$ cat src/rtl/pipe_stage_reg.sv
// Purpose: generic DEPTH-slot pipeline register carrying data + ctrl payloads, with valid/ready, flush and bubble insertion.
// Latency: DEPTH cycles from accept to out_valid; full throughput of one item per cycle.
// Backpressure: ready is a combinational chain from out_ready back to in_ready; full slots hold and empty slots still fill.
// Optional feature macro: PIPE_PERF_EN adds saturating stall_cnt / bubble_cnt performance counters.
module pipe_stage_reg #(
    parameter int                 DATA_W   = 32,
    parameter int                 CTRL_W   = 16,
    parameter int                 DEPTH    = 1,
    parameter logic [CTRL_W-1:0]  CTRL_NOP = '0,
    parameter int                 CNT_W    = 32
) (
    input  logic              clk,
    input  logic              rst_n,
    input  logic              flush,
    input  logic              in_valid,
    output logic              in_ready,
    input  logic [DATA_W-1:0] in_data,
    input  logic [CTRL_W-1:0] in_ctrl,
    output logic              out_valid,
    input  logic              out_ready,
    output logic [DATA_W-1:0] out_data,
    output logic [CTRL_W-1:0] out_ctrl
`ifdef PIPE_PERF_EN
    ,
    output logic [CNT_W-1:0]  stall_cnt,
    output logic [CNT_W-1:0]  bubble_cnt
`endif
);

    logic [DEPTH-1:0]  valid_q;
    logic [DEPTH-1:0]  valid_d;
    logic [DATA_W-1:0] data_q [DEPTH];
    logic [DATA_W-1:0] data_d [DEPTH];
    logic [CTRL_W-1:0] ctrl_q [DEPTH];
    logic [CTRL_W-1:0] ctrl_d [DEPTH];

    logic [DEPTH-1:0]  slot_rdy;
    logic [DEPTH-1:0]  up_vld;
    logic [DATA_W-1:0] up_dat [DEPTH];
    logic [CTRL_W-1:0] up_ctl [DEPTH];

    // Slot i can take new content if it, or any slot downstream of it, is empty, or the sink drains.
    // Written as an OR over downstream slots so no signal feeds back on itself.
    always_comb begin
        logic acc;
        slot_rdy = '0;
        acc      = 1'b0;
        for (int i = 0; i < DEPTH; i++) begin
            acc = out_ready;
            for (int j = i; j < DEPTH; j++) begin
                acc = acc | ~valid_q[j];
            end
            slot_rdy[i] = acc;
        end
    end

    // Source feeding each slot: the input port for slot 0, the previous slot otherwise.
    always_comb begin
        up_vld    = '0;
        for (int i = 0; i < DEPTH; i++) begin
            up_dat[i] = in_data;
            up_ctl[i] = in_ctrl;
        end
        up_vld[0] = in_valid;
        for (int i = 1; i < DEPTH; i++) begin
            up_vld[i] = valid_q[i-1];
            up_dat[i] = data_q[i-1];
            up_ctl[i] = ctrl_q[i-1];
        end
    end

    // Slot next state: flush kills everything, otherwise capture / bubble when ready, hold when stalled.
    always_comb begin
        valid_d = valid_q;
        for (int i = 0; i < DEPTH; i++) begin
            data_d[i] = data_q[i];
            ctrl_d[i] = ctrl_q[i];
            if (flush) begin
                valid_d[i] = 1'b0;
                ctrl_d[i]  = CTRL_NOP;
            end else if (slot_rdy[i]) begin
                if (up_vld[i]) begin
                    valid_d[i] = 1'b1;
                    data_d[i]  = up_dat[i];
                    ctrl_d[i]  = up_ctl[i];
                end else begin
                    // Data is left alone on a bubble; only ctrl must be neutralised.
                    valid_d[i] = 1'b0;
                    ctrl_d[i]  = CTRL_NOP;
                end
            end
        end
    end

    // Slot state registers; reset empties every slot immediately.
    always_ff @(posedge clk or negedge rst_n) begin
        if (!rst_n) begin
            valid_q <= '0;
            for (int i = 0; i < DEPTH; i++) begin
                data_q[i] <= '0;
                ctrl_q[i] <= CTRL_NOP;
            end
        end else begin
            valid_q <= valid_d;
            data_q  <= data_d;
            ctrl_q  <= ctrl_d;
        end
    end

    // ctrl is forced to CTRL_NOP whenever a slot empties, so the last slot can drive out_ctrl directly.
    assign in_ready  = slot_rdy[0];
    assign out_valid = valid_q[DEPTH-1];
    assign out_data  = data_q[DEPTH-1];
    assign out_ctrl  = ctrl_q[DEPTH-1];

`ifdef PIPE_PERF_EN
    logic [CNT_W-1:0] stall_cnt_q;
    logic [CNT_W-1:0] stall_cnt_d;
    logic [CNT_W-1:0] bubble_cnt_q;
    logic [CNT_W-1:0] bubble_cnt_d;

    // Saturating counters; only reset clears them, flush does not.
    always_comb begin
        stall_cnt_d  = stall_cnt_q;
        bubble_cnt_d = bubble_cnt_q;
        if (out_valid && !out_ready && (stall_cnt_q != {CNT_W{1'b1}})) begin
            stall_cnt_d = stall_cnt_q + CNT_W'(1);
        end
        if (!out_valid && (bubble_cnt_q != {CNT_W{1'b1}})) begin
            bubble_cnt_d = bubble_cnt_q + CNT_W'(1);
        end
    end

    // Counter registers.
    always_ff @(posedge clk or negedge rst_n) begin
        if (!rst_n) begin
            stall_cnt_q  <= '0;
            bubble_cnt_q <= '0;
        end else begin
            stall_cnt_q  <= stall_cnt_d;
            bubble_cnt_q <= bubble_cnt_d;
        end
    end

    assign stall_cnt  = stall_cnt_q;
    assign bubble_cnt = bubble_cnt_q;
`else
    // Counter width only matters when the counters are built.
    if (CNT_W < 1) begin : g_cnt_w_unused
    end
`endif

endmodule

$ cat config.mk
export PLATFORM = sky130hd
export DESIGN_NAME = pipe_stage_reg
export DESIGN_NICKNAME = d
export VERILOG_FILES = /design/src/rtl/pipe_stage_reg.sv
export SDC_FILE = /design/constraint.sdc
export NUM_CORES = 1
export LEC_CHECK = 0
export CORE_ASPECT_RATIO = 0.6
export CORE_MARGIN = 2
export CORE_UTILIZATION = 25
export CTS_CLUSTER_DIAMETER = 150
export CTS_CLUSTER_SIZE = 20
export DETAILED_ROUTE_END_ITERATION = 7
export GPL_TIMING_DRIVEN = 0
export HOLD_SLACK_MARGIN = 0.03
export PLACE_DENSITY = 0.66
export SYNTH_ARGS = -nofsm -noshare
export SYNTH_HDL_FRONTEND = slang
export SYNTH_SLANG_ARGS = --single-unit
$ cat constraint.sdc
create_clock -name clk -period 3.25 [get_ports clk]
set_input_delay 0.975 -clock clk [delete_from_list [all_inputs] [get_ports clk]]
set_output_delay 0.975 -clock clk [all_outputs]
set_load 0.01 [all_outputs]
* Word-level counts from Yosys, hierarchy flattened
Cells that the tools add are included.
** Word-level totals
- Register bits after elaboration :: 49
- Bits of input ports :: 53
- Output and inout bits :: 50
** Operators by class
- Muxes and demuxes :: 6
- Bitwise operators :: 3
- Reductions and logical operators :: 2
** Operators by type and width (number)
- two-way mux 16 bit :: 3
- two-way mux 1 bit :: 3
- AND reduction 3 bit :: 1
- inverter 1 bit :: 2
- nonzero test 2 bit :: 1
- bitwise OR 1 bit :: 1

* Depth between registers and ports, before layout
Gate-level depths: netlist of run 1.
- Word-level depth :: 4
- Depth in mapped cells :: 6

* Worst setup path before layout of run 1
No wires, ideal clock.
- Path kind :: input to output
- Start point :: in out_ready
- End point :: out in_ready
- Arrival :: 1.550 ns
- Data required time :: 2.275 ns
- Slack :: 0.725 ns
- Cell stages on the path :: 4
- Path buffers :: 2
- Cell sequence :: nor2b_4 -> buf_6 -> clkinv_1 -> buf_2
** On the way
- Word-level cells in the longest chain between the ends :: 1
** Ends and longest elaborated chain
- from (decl) :: line 20 : input logic out_ready,
- bitwise OR 1 bit :: line 51 : acc = acc | ~valid_q[j];
- to (decl) :: line 16 : output logic in_ready,
Every way passes these cells.

* Worst setup path after layout of run 1
Same ends and word-level chain as after synthesis.

==> run_results.csv, run 1 <==
group,metric,value,unit
placement,place_area,3080,um2
min_path,hold_depth,1,
sta,setup_viol,0,
clock_tree,postCtsSetupRepairBufs,0,
sta,min_period,3140,ps
synth,syn-num-nets,197,
routing,vias,1496,
critical_path,crit_chain,"clkdlybuf4s50_1 -> nor2b_4 -> buf_6 -> clkinv_4 -> dlygate4sd2_1",
critical_path,critPathRequiredTime,2270,ps
final_layout,nets,304,
synth,synth_top_family_by_area,"multiplexers",
synth,synth_xor_area_share,0,%
sta,slew_headroom,57.4,%
routing,wl_per_cell,13.5,um
critical_path,cp_max_fo,17,
critical_path,max_stage_delay,440,ps
critical_path,rr_startpoint,"out_valid",
synth,seq_area_frac_synth,63.8,%
sta,fmax,318,MHz
synth,synth_area_leaders,"dfrtp_1, mux2_2, a21oi_1",
synth,yosysTopAreaCell,"dfrtp_1",
synth,netlist_area,1920,um2
global_routing,grt_pass1_wl,7.69,mm
routing,drt_wl_total,4.81,mm
final_layout,area_growth,68.9,%
placement,pre_cts_ws,-398,ps
global_routing,antenna_found_initial,0,
synth,synth_fa_ha_area_share,0,%
power,total_power,1710,uW
placement,place_congestion,0.683,
synth,synth_enable_flop_cells,0,
sta,finClkSkew,4.23,ps
sta,worst_pin_slew,639,ps
clock_tree,cts_buffer_depth,2,
power,powerDensity,528,nW/um2
synth,ys_async_sr_fraction,100,%
power,cellLeakagePower,0.00131,uW
die,core_area,7360,um2
power,peakVddDrop,0.000170,V
run_status,status,"completed",
critical_path,cp.buffers_inverters,4,
die,die_area,8430,um2
critical_path,start_kind,"input pin",
sta,min_period_over_period,96.6,%
critical_path,r2r_cells,5,
clock_tree,postCtsHoldBufs,0,
routing,drt-initial-drc-count,48,
synth,synth-seq-cells,49,
clock_tree,numCtsBuffers,5,
synth,ys_types,14,
die,initial_core_util,26.1,%
die,rows,24,
sta,rsz0062_at_grt,"no",
global_routing,overflow,0,
synth,synth-main-ff-cell,"dfrtp_1",
critical_path,cp.depth,5,
global_routing,grt_max_degree,27,
placement,dp_cells,349,
synth,yosysMostFrequentCell,"dfrtp_1",
sta,drv_slew,0,
global_routing,grt_pass1_vias,1599,
final_layout,drive_gt1_share,18.7,%
min_path,hp-class,"reg -> reg",
synth,yosysTopAreaCellShare,63.8,%
placement,dp_hpwl,3.63,mm
critical_path,crit_slowest_cell,"clkdlybuf4s50_1",
final_layout,nFillCells,726,
final_layout,fin_area,3250,um2
synth,yosysWarnings,0,
routing,ant_nets,0,
die,die_h,71.9,um
synth,avgSynthCellArea,13.3,um2
min_path,hp-start,"out_data[29]",
critical_path,cp-end-kind,"output pin",
critical_path,setup.worst_path.start,"out_ready",
synth,synth-compound-area-share,4.17,%
routing,drt-pass1-iter-count,4,
clock_tree,cts_resized,3,
critical_path,worstPathArrival,2170,ps
job,drv_cap,0,
global_routing,gr-usage-all-layers,12.2,%
synth,synth_simple_gate_area_share,9.38,%
synth,synthMuxAreaShare,18.8,%
sta,final_hold_viol_count,0,
critical_path,crit_family,"buffers and inverters",
clock_tree,cts_root_buffer,"clkbuf_16",
synth,synthTopCellsByCount,"dfrtp_1, mux2_2, a21oi_1, nand2_1, nand3_1",
die,fp.dieW,117,um
sta,fin_tns_setup,0,ps
clock_tree,clk_pin_slew,60,ps
clock_tree,htree_levels,2,
sta,fin_ws,109,ps
synth,syn-instance-count,144,
clock_tree,cts_tree,"done",
critical_path,worstSetupPathType,"in -> out",
final_layout,ff_latch_area,1230,um2
final_layout,layout.cells.non_filler,356,
clock_tree,cts.sinks,49,
final_layout,diodes,0,
routing,drc_errors,0,
clock_tree,insertion_delay,290,ps
final_layout,multiInputGateArea,621,um2
placement,port_buffers,100,
die,io_pins,103,
routing,vias_per_cell,4.20,
[cells by family (layout without fill, tap and decap cells)]
| family | after synthesis | after routing |
|---|---|---|
| AO/OA/AOI/OAI | 16 | 16 |
| multiplexers | 32 | 32 |
| AND/OR/NAND/NOR | 36 | 36 |
| buffers and inverters | 11 | 119 |
| flip-flops | 49 | 49 |
[through the flow]
step / utilization (%) / hold slack [ps]
3_5_place_dp: 41.8 / 480
2_1_floorplan: - / 529
4_1_cts: 44.1 / 496
3_3_place_gp: 41.5 / 471
5_1_grt: 44.1 / 514
6_report: 44.1 / 489
[where the power goes]
group          total [uW]  switching (uW)  internal [uW]  leakage [uW]
clock network         599             215            384     0.0000841
registers             723            35.8            687      0.000605
logic                 392             139            253      0.000625
[sequential cells by signal (all words and copies together), names as in the netlist]
register / count
out_data: 32
out_ctrl: 16
out_valid: 1
[placed cells by master (no fill, tap or decap)]
master	netlist	final
clkdlybuf4s50_1	0	98
dfrtp_1	49	49
mux2_2	29	29
nand2_1	16	16
nand3_1	16	16
a21oi_1	16	16
clkbuf_16	0	5
buf_6	4	4
buf_2	3	3
mux2_1	3	3
clkbuf_1	2	3
nor2_1	2	2
nor2b_4	1	1
clkinv_4	0	1
nor3b_4	1	1
buf_1	1	1
bufinv_16	0	1
clkbuf_8	0	1
buf_16	0	1
dlygate4sd2_1	0	1
[layer usage]
layer	up-vias	wire (um)	global-route usage [%]	share of wire, %
met4	0	60	4.31	1.2
li1	710	-	-	-
met1	713	2210	15.0	46
met5	-	0	0	0
met3	7	569	6.85	12
met2	66	1970	18.0	41
[worst paths after layout]
kind                                      to  slack (ps)
worst max register to register  out_data[16]        1560
min in group asynchronous       out_data[13]         710
worst max-delay path                in_ready         110
max in group asynchronous       out_data[31]        2000
worst min-delay path            out_data[29]         490
worst min register to register  out_data[29]         490
[final cells by class]
cell class | count | share of cell area [%]
flip-flops and latches | 49 | 37.8
plain buffers | 9 | 2.04
multi-input cells | 84 | 19.1
well taps | 104 | 4.01
inverters | 1 | 0.270
repair buffers | 101 | 31.5
clock buffers | 7 | 4.39
clock inverters | 1 | 0.925
(Power assumes the default switching activity.)
==> run 2, diff against run 1 <==
--- a/config.mk
+++ b/config.mk
@@ -12,7 +12,7 @@
 export CTS_CLUSTER_SIZE = 20
 export DETAILED_ROUTE_END_ITERATION = 7
 export GPL_TIMING_DRIVEN = 0
-export HOLD_SLACK_MARGIN = 0.03
+export HOLD_SLACK_MARGIN = 0.1
 export PLACE_DENSITY = 0.66
 export SYNTH_ARGS = -nofsm -noshare
 export SYNTH_HDL_FRONTEND = slang
==> results of run 2 <==
Final layout, timing and power as in run 1 (identical DEF).
==> run 3, diff against run 2 <==
--- a/config.mk
+++ b/config.mk
@@ -14,6 +14,7 @@
 export GPL_TIMING_DRIVEN = 0
 export HOLD_SLACK_MARGIN = 0.1
 export PLACE_DENSITY = 0.66
+export SLEW_MARGIN = 20
 export SYNTH_ARGS = -nofsm -noshare
 export SYNTH_HDL_FRONTEND = slang
 export SYNTH_SLANG_ARGS = --single-unit
==> run 3 against run 2 <==
  * Combinational power fell by 1%
  * Maximum frequency up 0.22%
  * Critical path depth stayed put
  * Register-to-register slack is essentially flat
  * Power decreased by 0.20%
  * Count of clock-buffer cells in the layout unchanged
  * Worst hold slack about the same
  * Final cell count fell by 0.28%
  * Sequential share of layout area grew 0.29 points
  * Critical path type unchanged
  * Die area did not move
  * Global-route usage about the same
==> run_results.csv, run 3 (same netlist as run 1, synthesis figures left out) <==
group,metric,value,unit
routing,ant_nets,0,
clock_tree,clk_pin_slew,60,ps
clock_tree,cts.sinks,49,
final_layout,area_growth,67.6,%
sta,drv_slew,0,
final_layout,layout_commonest_cell,"clkdlybuf4s50_1",
die,core_area,7360,um2
routing,drt-initial-drc-count,21,
sta,slew_headroom,58.2,%
die,rows,24,
placement,pre_cts_ws,-400,ps
critical_path,max_stage_delay,450,ps
job,drv_cap,0,
final_layout,nets,303,
global_routing,overflow,0,
global_routing,grt_pass1_vias,1653,
die,die_area,8430,um2
sta,min_period,3130,ps
placement,dp_hpwl,3.52,mm
routing,wl_per_cell,13.8,um
placement,place_congestion,0.683,
critical_path,worstSetupPathType,"in -> out",
critical_path,crit_slowest_cell,"clkdlybuf4s50_1",
clock_tree,cts_root_buffer,"clkbuf_16",
global_routing,antenna_found_initial,0,
critical_path,cp_max_fo,17,
routing,drc_errors,0,
clock_tree,numCtsBuffers,5,
final_layout,final_cell_mix,"clkdlybuf4s50_1, dfrtp_1, mux2_2",
placement,port_buffers,100,
critical_path,reg2reg_to,"out_data[8]",
global_routing,grt_pass1_wl,7.94,mm
power,peakVddDrop,0.000247,V
clock_tree,cts_tree,"done",
power,powerDensity,531,nW/um2
power,total_power,1710,uW
critical_path,start_kind,"input pin",
global_routing,grt_max_degree,50,
critical_path,rrSetupSlack,1550,ps
die,fp.dieW,117,um
min_path,hp-class,"reg -> reg",
routing,drt-pass1-iter-count,4,
die,die_h,71.9,um
clock_tree,postCtsSetupRepairBufs,0,
critical_path,cp-end-kind,"output pin",
critical_path,setup.worst_path.start,"out_ready",
sta,setup_viol,0,
sta,rsz0062_at_grt,"no",
sta,fin_ws,116,ps
routing,vias_per_cell,4.26,
sta,fmax,319,MHz
clock_tree,cts_buffer_depth,2,
critical_path,crit_chain,"clkdlybuf4s50_1 -> nor2b_4 -> buf_6 -> clkinv_4 -> dlygate4sd2_1",
clock_tree,insertion_delay,280,ps
critical_path,critPathRequiredTime,2270,ps
sta,worst_pin_slew,627,ps
critical_path,cp-endpoint,"in_ready",
critical_path,rr_startpoint,"out_valid",
sta,min_period_over_period,96.4,%
clock_tree,htree_levels,2,
routing,drt_wl_total,4.90,mm
final_layout,drive_gt1_share,18.3,%
run_status,status,"completed",
routing,vias,1514,
critical_path,r2r_cells,5,
final_layout,largest_reg_flops,32,
die,io_pins,103,
sta,final_hold_viol_count,0,
sta,finClkSkew,6.67,ps
die,initial_core_util,26.1,%
critical_path,worstPathArrival,2160,ps
global_routing,gr-usage-all-layers,12.2,%
power,cellLeakagePower,0.00130,uW
final_layout,diodes,0,
==> run 3: cell types whose count changed in the layout (fill, tap and decap cells not counted), sizes merged <==
cell,before,now
buf,9,8
==> run 3: report_power, final <==
group	switching (uW)	internal [uW]	leakage, uW
clock network	215	385	0.0000841
registers	36.5	687	0.000605
logic	138	250	0.000613
total	389	1320	0.00130
==> run 3: timing repair <==
| item | in CTS | in global routing |
|---|---|---|
| setup endpoints to repair | 1 | 0 |
| gates resized for setup | 3 | 0 |
| hold buffers | 0 | 0 |
==> run 3: per-stage QoR <==
step / TNS, ps / std cells / hold slack (ps) / cell area [um2] / util, %
3_3_place_gp: -13740 / 348 / 471 / 3050 / 41.5
5_1_grt: 0 / 355 / 514 / 3220 / 43.8
3_5_place_dp: -400 / 348 / 480 / 3050 / 41.5
6_report: 0 / 355 / 489 / 3220 / 43.8
4_1_cts: 0 / 355 / 497 / 3220 / 43.8
2_1_floorplan: 0 / 144 / 529 / 1920 / -
==> run 3: area by class of cell <==
| type | count | area, um2 |
|---|---|---|
| fill | 718 | 4140 |
| sequential | 49 | 1230 |
| timing repair buffer | 100 | 997 |
| multi-input combinational | 84 | 621 |
| clock buffer | 7 | 143 |
| tap | 104 | 130 |
| buffer | 9 | 66.3 |
| clock inverter | 1 | 30.0 |
| inverter | 1 | 8.76 |
==> run 3: metal layers <==
| layer | track usage [%] | wire length [um] |
|---|---|---|
| met5 | 0 | 0 |
| met4 | 3.14 | 36 |
| met3 | 5.93 | 533 |
| met2 | 18.4 | 2090 |
| met1 | 15.8 | 2240 |
==> run 3: how the worst min path moves through the flow <==
stage	start	to	slack [ps]	depth (start not counted)
finish	out_data[29]	out_data[29]	490	1
global route	out_data[28]	out_data[28]	510	1
CTS	out_data[21]	out_data[21]	500	1
detailed placement	out_data[19]	out_data[19]	480	1
global placement	out_data[19]	out_data[19]	470	1
floorplan	out_data[19]	out_data[19]	530	1
==> run 3: worst max-delay path, delay by kind of cell <==
family | cells | cell delay, ps
buffers and inverters | 4 | 1060
AND/OR/NAND/NOR | 1 | 120
